File: src/rtl/fp_pkg.sv
// fp_pkg: shared definitions for the FP execute path (adder and multiplier).
//   state_t    : sequencing states of the multi-cycle adder
//   FP_*       : IEEE-754 single-precision field widths and limits
//   WORK_W     : working mantissa width {hidden, mant[22:0], 3 guard bits}
package fp_pkg;
    typedef enum logic [2:0] {IDLE, ALIGN, ADD, NORM, DONE} state_t;

    localparam int FP_EXP_W   = 8;
    localparam int FP_MANT_W  = 23;
    localparam int FP_BIAS    = 127;
    localparam int FP_EXP_MAX = 255;
    localparam int WORK_W     = 27;
endpackage

File: src/rtl/fp_add_seq32.sv
// fp_add_seq32: multi-cycle single-precision add/subtract.
// Alignment and normalization each shift one bit per cycle.
// The numeric model is simplified: truncation, flush-to-zero, no NaN/Inf/denormal.
//   clk, reset : clock and asynchronous active-high reset
//   start      : request, sampled only while idle
//   a, b, sub  : operands; sub=1 computes a - b
//   busy       : high whenever the state is not IDLE
//   done       : one-cycle pulse when result is updated
//   result     : registered result, held until the next completion
module fp_add_seq32
    import fp_pkg::*;
(
    input  logic        clk,
    input  logic        reset,
    input  logic        start,
    input  logic [31:0] a,
    input  logic [31:0] b,
    input  logic        sub,
    output logic        busy,
    output logic        done,
    output logic [31:0] result
);
    state_t                state;
    logic                  sign_l, sign_s;
    logic [FP_EXP_W-1:0]   exp_l, exp_w;
    logic [WORK_W-1:0]     man_l, man_s;
    logic [4:0]            cnt;
    logic [WORK_W:0]       mag;

    // Capture-time operand ordering: L gets the larger {exp, mant}
    logic [31:0]           op_b, op_l, op_s;
    logic [FP_EXP_W-1:0]   diff;
    logic [WORK_W-1:0]     cap_ml, cap_ms;
    logic [4:0]            cap_d;
    logic [WORK_W:0]       sum;

    always_comb begin
        op_b = {b[31] ^ sub, b[30:0]};
        if (a[30:0] >= op_b[30:0]) begin
            op_l = a;
            op_s = op_b;
        end else begin
            op_l = op_b;
            op_s = a;
        end
        // Exponent 0 is exact zero: the whole mantissa is discarded
        cap_ml = (op_l[30:23] != 8'd0) ? {1'b1, op_l[22:0], 3'b000} : '0;
        cap_ms = (op_s[30:23] != 8'd0) ? {1'b1, op_s[22:0], 3'b000} : '0;
        diff   = op_l[30:23] - op_s[30:23];
        cap_d  = diff[4:0];
        if (op_s[30:23] == 8'd0) begin
            cap_d = 5'd0;
        end else if (diff > 8'd26) begin
            // S would be shifted out entirely; skip the alignment cycles
            cap_ms = '0;
            cap_d  = 5'd0;
        end
    end

    // L - S never goes negative because L was chosen by magnitude
    always_comb begin
        if (sign_l == sign_s) sum = {1'b0, man_l} + {1'b0, man_s};
        else                  sum = {1'b0, man_l} - {1'b0, man_s};
    end

    assign busy = (state != IDLE);

    always_ff @(posedge clk or posedge reset) begin
        if (reset) begin
            state  <= IDLE;
            sign_l <= 1'b0;
            sign_s <= 1'b0;
            exp_l  <= '0;
            exp_w  <= '0;
            man_l  <= '0;
            man_s  <= '0;
            cnt    <= '0;
            mag    <= '0;
            done   <= 1'b0;
            result <= '0;
        end else begin
            done <= 1'b0;
            case (state)
                IDLE: if (start) begin
                    sign_l <= op_l[31];
                    sign_s <= op_s[31];
                    exp_l  <= op_l[30:23];
                    man_l  <= cap_ml;
                    man_s  <= cap_ms;
                    cnt    <= cap_d;
                    state  <= ALIGN;
                end
                ALIGN: begin
                    if (cnt == 5'd0) begin
                        state <= ADD;
                    end else begin
                        man_s <= man_s >> 1;
                        cnt   <= cnt - 5'd1;
                    end
                end
                ADD: begin
                    if (sum == '0) begin
                        result <= '0;
                        done   <= 1'b1;
                        state  <= DONE;
                    end else begin
                        mag   <= sum;
                        exp_w <= exp_l;
                        state <= NORM;
                    end
                end
                NORM: begin
                    if (mag[WORK_W]) begin
                        if (exp_w == 8'(FP_EXP_MAX - 1)) begin
                            result <= '0;          // overflow flush
                            done   <= 1'b1;
                            state  <= DONE;
                        end else begin
                            mag   <= {1'b0, mag[WORK_W:1]};
                            exp_w <= exp_w + 8'd1;
                        end
                    end else if (!mag[WORK_W-1]) begin
                        if (exp_w == 8'd1) begin
                            result <= '0;          // underflow flush
                            done   <= 1'b1;
                            state  <= DONE;
                        end else begin
                            mag   <= {mag[WORK_W-1:0], 1'b0};
                            exp_w <= exp_w - 8'd1;
                        end
                    end else begin
                        result <= {sign_l, exp_w, mag[25:3]};
                        done   <= 1'b1;
                        state  <= DONE;
                    end
                end
                DONE:    state <= IDLE;
                default: state <= IDLE;
            endcase
        end
    end
endmodule
File: config.mk
export PLATFORM = sky130hd
export DESIGN_NAME = fp_add_seq32
export DESIGN_NICKNAME = d
export VERILOG_FILES = /design/src/rtl/fp_pkg.sv /design/src/rtl/fp_add_seq32.sv
export SDC_FILE = /design/constraint.sdc
export NUM_CORES = 1
export LEC_CHECK = 0
export CAP_MARGIN = 40
export CORE_AREA = 2 2 145 147
export CTS_BUF_LIST = sky130_fd_sc_hd__clkbuf_4 sky130_fd_sc_hd__clkbuf_8
export DETAILED_ROUTE_END_ITERATION = 8
export DIE_AREA = 0 0 147 149
export GPL_TIMING_DRIVEN = 0
export HOLD_SLACK_MARGIN = 0.05
export PLACE_DENSITY = 0.81
export SLEW_MARGIN = 5
export SYNTH_ARGS = -nofsm -noshare
export SYNTH_HDL_FRONTEND = slang
export SYNTH_SLANG_ARGS = --single-unit
File: constraint.sdc
create_clock -name clk -period 6.2 [get_ports clk]
set_clock_uncertainty 0.05 [all_clocks]
set_input_delay 1.24 -clock clk [delete_from_list [all_inputs] [get_ports clk]]
set_output_delay 1.24 -clock clk [all_outputs]
set_load 0.01 [all_outputs]
==> run_results.csv, run 1 <==
group,metric,value,unit
synth,syn_area,10400,um2
timing,timing.fmax,0.1685,GHz
floorplan,start_util,50.59,%
synth,synth_fp_nets,1311,
critical_path,worstPathRequired,6.53,ns
synth,synth.distinct_cells,82,
synth,yosys_warnings,0,
detailed_routing,route.detailed.drc,0,
placement,gp_congestion,0.8891,
detailed_routing,wl_per_cell,17.74,um
timing,period_minus_slack,5.936,ns
critical_path,critical_path_arrival,6.27,ns
critical_path,r2r_slack,0.32,ns
floorplan,die_width,147,um
critical_path,start_kind,"input pin",
clock_network,cts_tree,"built",
timing,setup_viol_count_final,0,
detailed_routing,ant_nets,0,
synth,synthFlopType,"dfrtp_1",
global_route,grt_max_degree,78,
timing,worst_slew_pin_slew,0.8933,ns
floorplan,num_rows,53,
layout,fin_nets,1436,
pwr,p_int,3.961,mW
detailed_routing,num_vias,9584,
critical_path,timing.rr.end,"mag[0]",
pwr,power.density,654.9,nW/um2
clock_network,clock_sinks,138,
synth,async_flop_share,100.0,%
min_path,worstHoldPathType,"reg -> reg",
layout,seqCellArea,3453,um2
min_path,holdPathStages,2,
global_route,grt_usage,26.20,%
pwr,clkPwrFrac,9.2,%
clock_network,root_buffer,"clkbuf_8",
pwr,p_leak,5.689,nW
synth,seq_area_frac_synth,33.21,%
floorplan,core-area,20560,um2
detailed_routing,routed_via_density,6.020,
clock_network,numCtsBuffers,17,
min_path,hp-start,"man_l[10]",
critical_path,crit_slowest_cell,"clkdlybuf4s50_1",
critical_path,critical-path-top-delay-family,"simple AND/OR/NAND/NOR gates",
layout,instances_no_fill,1592,
clock_network,clk_latency,0.48,ns
detailed_routing,dr.first_iter.drc_count,671,
placement,portBuffers,101,
global_route,grt_pass1_vias,9146,
run,cap_violations,0,
critical_path,worstPathMaxFanout,19,
critical_path,reg2regPathDepth,20,
global_route,grt_use_met1,36.23,%
placement,dp.cells,1558,
critical_path,path_buf_inv,7,
pwr,p_sw,4.061,mW
global_route,gr-usage-met3,3.211,%
global_route,busiest_layer,"met2",
pwr,seqPwrFrac,20.2,%
global_route,overflow,0,
timing,relSlewSlack,39.99,%
timing,drv_slew,0,
global_route,grt_pass1_wl,46290,um
timing,timing.hold.ws,0.4454,ns
synth,ys_ff_latch,138,
timing,rsz0062_at_grt,"no",
pwr,swShare,50.62,%
clock_network,clock_path_buffers,2,
pwr,combinationalPowerShare,70.6,%
clock_network,cts_hold_buf,0,
critical_path,crit_type,"in -> reg",
synth,netlist_top_cells_area,"dfrtp_1, ha_1, mux2i_1",
critical_path,r2r-start,"man_s[3]",
synth,synth_edf_count,0,
floorplan,io_pins,102,
detailed_routing,first_pass_iters,5,
clock_network,htreeDepth,4,
clock_network,clkTransAtPathRegs,0.08,ns
layout,layout-drive-gt1-share,7.213,%
min_path,holdPathEnd,"man_l[10]",
synth,synth_top_area_cell,"dfrtp_1",
timing,fin_crit_sh,95.75,%
synth,yosysTopAreaCellShare,33.21,%
synth,syn_inst,1179,
timing,setup_tns,0,ns
global_route,grt_use_met2,42.37,%
placement,dp_hpwl,21880,um
layout,insertedDiodeCount,0,
pwr,peakVddDrop,351.7,uV
run_status,status,"completed",
global_route,antenna_found_initial,0,
floorplan,die_area,21900,um2
layout,multiInputGateArea,6461,um2
layout,area_growth,17.79,%
synth,avgSynthCellArea,8.821,um2
critical_path,critical_path.max_stage_delay,0.60,ns
critical_path,cp-end-kind,"flop",
timing,finalHoldViolations,0,
detailed_routing,wl,28250,um
critical_path,cp_cell_sequence,"clkdlybuf4s50_1 > inv_1 > ha_1 > nand4_1 > buf_4 > nor4_4 > nand3_1 > nand4_1 > nor2_2 > buf_4 > buf_6 > mux2i_1 > ha_1 > nor2b_1 > or4_1 > a21oi_1 > and4b_1 > nand4bb_1 > nand4_1 > buf_2 > buf_4 > o31ai_1",
layout,fillers,1805,
floorplan,fp.dieH,149,um
[cell usage in the layout, fill, tap and decap left out, drive strengths merged, types with 17 or more instances in the layout]
cell | synthesis | routed
nor3 | 26 | 26
clkbuf | 43 | 60
ha | 63 | 63
xnor2 | 27 | 27
inv | 56 | 58
a21oi | 84 | 84
buf | 23 | 29
mux2i | 63 | 63
nand2 | 107 | 107
o31ai | 31 | 31
clkdlybuf4s50 | 0 | 101
and3 | 27 | 27
nor2 | 69 | 69
nand4 | 17 | 17
o21ai | 89 | 89
dfrtp | 138 | 138
xor2 | 22 | 22
a22o | 32 | 32
mux2 | 26 | 26
nand3 | 22 | 22
[cell families (layout without fill, tap and decap cells)]
family,after synthesis,in the layout,share of synthesized area [%]
AOI/OAI and AO/OA,371,371,24.09
xor gates and xnor gates,49,49,4.127
adders and majority gates,64,64,7.772
buffers and inverters,122,260,4.957
DFF,138,138,33.20
muxes,89,89,9.240
and+or+nand+nor,346,346,16.61
[cells in the mapped netlist (17+ instances only)]
cell type / n
nand3_1: 21
inv_1: 56
ha_1: 63
xnor2_1: 27
dfrtp_1: 138
nand2_1: 107
o31ai_1: 30
xor2_1: 22
o21ai_0: 87
nor2_1: 69
mux2i_1: 63
and3_1: 27
nand4_1: 17
a22o_1: 32
nor3_1: 26
clkbuf_1: 43
a21oi_1: 82
[area by class of cell]
class	instances	area share, %
Buffer	65	2.523
Clock buffer	18	1.971
Clock inverter	14	1.215
Inverter	56	1.757
Multi-Input combinational cell	919	52.74
Sequential cell	138	28.19
Tap cell	275	2.809
Timing Repair Buffer	107	8.794
[repair_timing]
| action | in CTS | in global routing |
|---|---|---|
| hold endpoints to repair | 0 | 0 |
| setup buffers | 1 | 2 |
| endpoints found under the setup margin | 29 | 80 |
| resized for setup | 3 | 9 |
| pin swaps | 1 | 2 |
[power groups by stage]
stage | registers (mW) | clock network [mW] | logic [mW]
after floorplan | 1.56 | 0 | 4.10
after global placement | 1.61 | 0 | 5.37
after detailed placement | 1.62 | 0 | 5.48
after CTS | 1.61 | 0.747 | 5.53
after global routing | 1.67 | 0.788 | 6.26
final | 1.62 | 0.741 | 5.66
[how the worst max path moves through the flow]
stage | slack (ns) | startpoint | cells past startpoint | to
detailed placement | -1.11 | b[24] | 22 | man_s[5]
global route | 0.01 | b[24] | 22 | man_s[4]
global placement | -1.04 | b[24] | 22 | man_s[5]
finish | 0.26 | b[24] | 22 | man_s[5]
CTS | 0.04 | b[24] | 20 | man_s[5]
floorplan | 0.67 | b[28] | 21 | man_s[3]
[state kept, by name (all words and copies together), names as in the netlist]
register and cells:
result 32, exp_l 8, man_s 27, cnt 5
mag 28, man_l 24, state 3, exp_w 8
done 1, sign_l 1, sign_s 1
[routing by layer]
layer / part of all wire, % / wire length, um / vias to the layer above
li1: - / - / 4676
met1: 47 / 13140 / 4529
met2: 46 / 12880 / 331
met3: 4.9 / 1393 / 48
met4: 3.0 / 834 / 0
met5: 0 / 0 / -
[through the flow]
stage | util, % | area (um2) | power [mW] | worst slack, ns
5_1_grt | 59.59 | 12250 | 8.721 | 0.01070
6_report | 59.59 | 12250 | 8.023 | 0.2637
4_1_cts | 59.42 | 12210 | 7.884 | 0.03619
3_5_place_dp | 57.42 | 11800 | 7.104 | -1.108
3_3_place_gp | 57.18 | 11760 | 6.981 | -1.044
2_1_floorplan | - | 10400 | 5.658 | 0.6722
[worst reg2reg max path, delay by kind of cell, from the launching register on]
family | cells | cell delay (ns)
xor gates and xnor gates | 1 | 0.14
and+or+nand+nor | 9 | 2.77
buffers and inverters | 3 | 0.47
DFF | 1 | 0.46
muxes | 1 | 0.33
adders and majority gates | 1 | 0.34
AOI/OAI and AO/OA | 5 | 1.18
(Power assumes the default switching activity.)
==> inputs of run 2 (changes only) <==
--- a/config.mk
+++ b/config.mk
@@ -5,14 +5,15 @@
 export SDC_FILE = /design/constraint.sdc
 export NUM_CORES = 1
 export LEC_CHECK = 0
+export ABC_AREA = 1
 export CAP_MARGIN = 40
-export CORE_AREA = 2 2 145 147
+export CORE_AREA = 2 2 147 149
 export CTS_BUF_LIST = sky130_fd_sc_hd__clkbuf_4 sky130_fd_sc_hd__clkbuf_8
 export DETAILED_ROUTE_END_ITERATION = 8
-export DIE_AREA = 0 0 147 149
+export DIE_AREA = 0 0 149 151
 export GPL_TIMING_DRIVEN = 0
 export HOLD_SLACK_MARGIN = 0.05
-export PLACE_DENSITY = 0.81
+export PLACE_DENSITY = 0.8
 export SLEW_MARGIN = 5
 export SYNTH_ARGS = -nofsm -noshare
 export SYNTH_HDL_FRONTEND = slang
==> run 2 against run 1 <==
  * Hold slack got worse by 0.0010 ns
  * Sequential cell count did not move
  * Synthesized cell count rose by 31%
  * Cell count rose by 23%
  * Largest cell class unchanged
  * Highest routed layer unchanged
==> run_results.csv, run 2 <==
group,metric,value,unit
synth,synth_most_common_cell,"nand2_1",
layout,postLayoutCellArea,12450,um2
timing,period_minus_slack,5.673,ns
synth,synth_fp_nets,1674,
detailed_routing,route.detailed.drc,0,
timing,setup_viol_count_final,0,
global_route,grt_max_degree,77,
synth,avgSynthCellArea,6.902,um2
global_route,grt_use_met1,35.60,%
global_route,grt_pass1_wl,48660,um
global_route,overflow,0,
floorplan,core-area,20820,um2
detailed_routing,num_vias,10579,
clock_network,clock_path_buffers,2,
global_route,grt_usage,26.99,%
critical_path,cp-end-kind,"flop",
detailed_routing,wl_per_cell,15.08,um
placement,gp_congestion,0.9473,
timing,worst_slew_pin_slew,0.6906,ns
layout,layout-drive-gt1-share,6.380,%
clock_network,clock_sinks,138,
synth,syn_area,10640,um2
layout,fin_nets,1796,
layout,area_growth,17.02,%
synth,syn_inst,1542,
detailed_routing,ant_nets,0,
timing,timing.fmax,0.1763,GHz
critical_path,worstPathMaxFanout,10,
clock_network,post-cts-setup-buffers,0,
critical_path,path_buf_inv,6,
placement,portBuffers,101,
clock_network,clk_latency,0.47,ns
clock_network,root_buffer,"clkbuf_8",
synth,yosysTopAreaCellShare,32.45,%
global_route,grt_pass1_vias,9988,
critical_path,worstPathRequired,6.49,ns
layout,regMostFlops,"result",
layout,final_common_cell,"nand2_1",
floorplan,start_util,51.11,%
detailed_routing,dr.first_iter.drc_count,797,
detailed_routing,wl,29430,um
synth,synth_common_cells,"nand2_1, inv_1, o21ai_0, dfrtp_1, nand3_1",
synth,synthFlopType,"dfrtp_1",
timing,drv_slew,0,
run,cap_violations,0,
clock_network,cts_tree,"built",
critical_path,crit_type,"reg -> reg",
layout,insertedDiodeCount,0,
clock_network,cts_hold_buf,0,
critical_path,crit_top_cell,"nand2_1",
clock_network,cts_resized,0,
layout,largest_reg_flops,32,
synth,synth.distinct_cells,48,
critical_path,critical-path-top-delay-family,"simple AND/OR/NAND/NOR gates",
placement,dp_hpwl,23530,um
layout,top_regs,"result x32, mag x28, man_s x27",
clock_network,htreeDepth,4,
synth,yosys_warnings,0,
global_route,grt_use_met2,46.43,%
layout,final_cell_mix,"nand2_1, o21ai_0, inv_1",
timing,finalHoldViolations,0,
synth,seq_area_frac_synth,32.45,%
run_status,status,"completed",
timing,fin_ws,0.5275,ns
global_route,busiest_layer,"met2",
clock_network,clkTransAtPathRegs,0.08,ns
floorplan,die_area,22500,um2
detailed_routing,routed_via_density,5.420,
global_route,antenna_found_initial,0,
global_route,gr-usage-met3,2.982,%
min_path,worstHoldPathType,"reg -> reg",
floorplan,io_pins,102,
synth,synth_top_area_cell,"dfrtp_1",
timing,relSlewSlack,53.96,%
floorplan,die_width,149,um
placement,dpl_cell_area,12040,um2
clock_network,numCtsBuffers,17,
synth,netlist_top_cells_area,"dfrtp_1, nand2_1, ha_1",
critical_path,crit_slowest_cell,"nor3_1",
floorplan,num_rows,53,
synth,synth_edf_count,0,
critical_path,critical_path_arrival,5.97,ns
critical_path,start_kind,"flop",
placement,dpl_worst_slack,0.6734,ns
synth,ys_ff_latch,138,
floorplan,fp.dieH,151,um
synth,async_flop_share,100.0,%
critical_path,critical_path.max_stage_delay,0.43,ns
detailed_routing,first_pass_iters,6,
timing,fin_crit_sh,91.49,%
timing,rsz0062_at_grt,"no",
==> run 2: changes by cell type in the layout (fill, tap and decap cells not counted), sizes merged, moves of 27 or more <==
cell / change
inv: +98
nand3: +138
o21ai: +72
o31ai: -27
a21oi: -28
a22o: -32
nand2: +376
nor2: +27
mux2i: -63
==> run 2: per-layer routing <==
metal | vias to the layer above | wire (um)
met2 | 395 | 14140
met3 | 52 | 1511
met1 | 4820 | 13060
met4 | 0 | 724
met5 | - | 0
li1 | 5312 | -
==> run 2: metrics by stage <==
stage | utilization, % | TNS [ns] | cells | hold slack [ns]
final | 59.81 | 0 | 1952 | 0.4444
after global routing | 59.81 | 0 | 1952 | 0.4698
after CTS | 59.81 | 0 | 1952 | 0.4422
after detailed placement | 57.80 | 0 | 1920 | 0.4236
after global placement | 57.62 | -79.46 | 1918 | 0.4179
after floorplan | - | 0 | 1542 | 0.3992
==> run 2: worst reg2reg max path, delay by kind of cell, from the launching register on <==
kind            cells  cell delay [ns]
xor+xnor            2             0.41
simple gates       17             2.78
buf+inv             6             0.66
compound gates      3             0.71
fa+ha+maj           2             0.57
flops               1             0.40
==> run 2: logic make-up (layout without fill, tap and decap cells) <==
kind of cell,after synthesis,count (layout),synth area share (%)
buf+inv,226,361,8.629
fa+ha+maj,64,64,7.595
compound gates,272,272,14.33
simple gates,787,787,32.47
xor+xnor,55,55,4.526
flops,138,138,32.45
==> run 2: layout make-up <==
cell class                 count  area (um2)
inverter                     155       586.8
sequential                   138        3453
fill                        1982        8368
tap                          275       344.1
clock inverter                10       141.4
buffer                        71       336.6
clock buffer                  22       277.8
multi-input combinational   1178        6271
timing repair buffer         103        1044
==> run 2: final timing paths <==
| path | start | endpoint | slack, ns | cells past startpoint |
|---|---|---|---|---|
| hold reg to reg | exp_l[2] | exp_l[2] | 0.44 | 2 |
| setup / recovery | man_s[1] | mag[21] | 0.53 | 30 |
| setup reg to reg | man_s[1] | mag[21] | 0.53 | 30 |
| hold / removal | exp_l[2] | exp_l[2] | 0.44 | 2 |
| max in group asynchronous | reset | result[18] | 4.14 | 3 |
| min in group asynchronous | reset | exp_w[3] | 1.22 | 2 |
Power of run 2 is not shown: default switching activity piles up to over one toggle a cycle in this logic, so the estimate is an artifact.
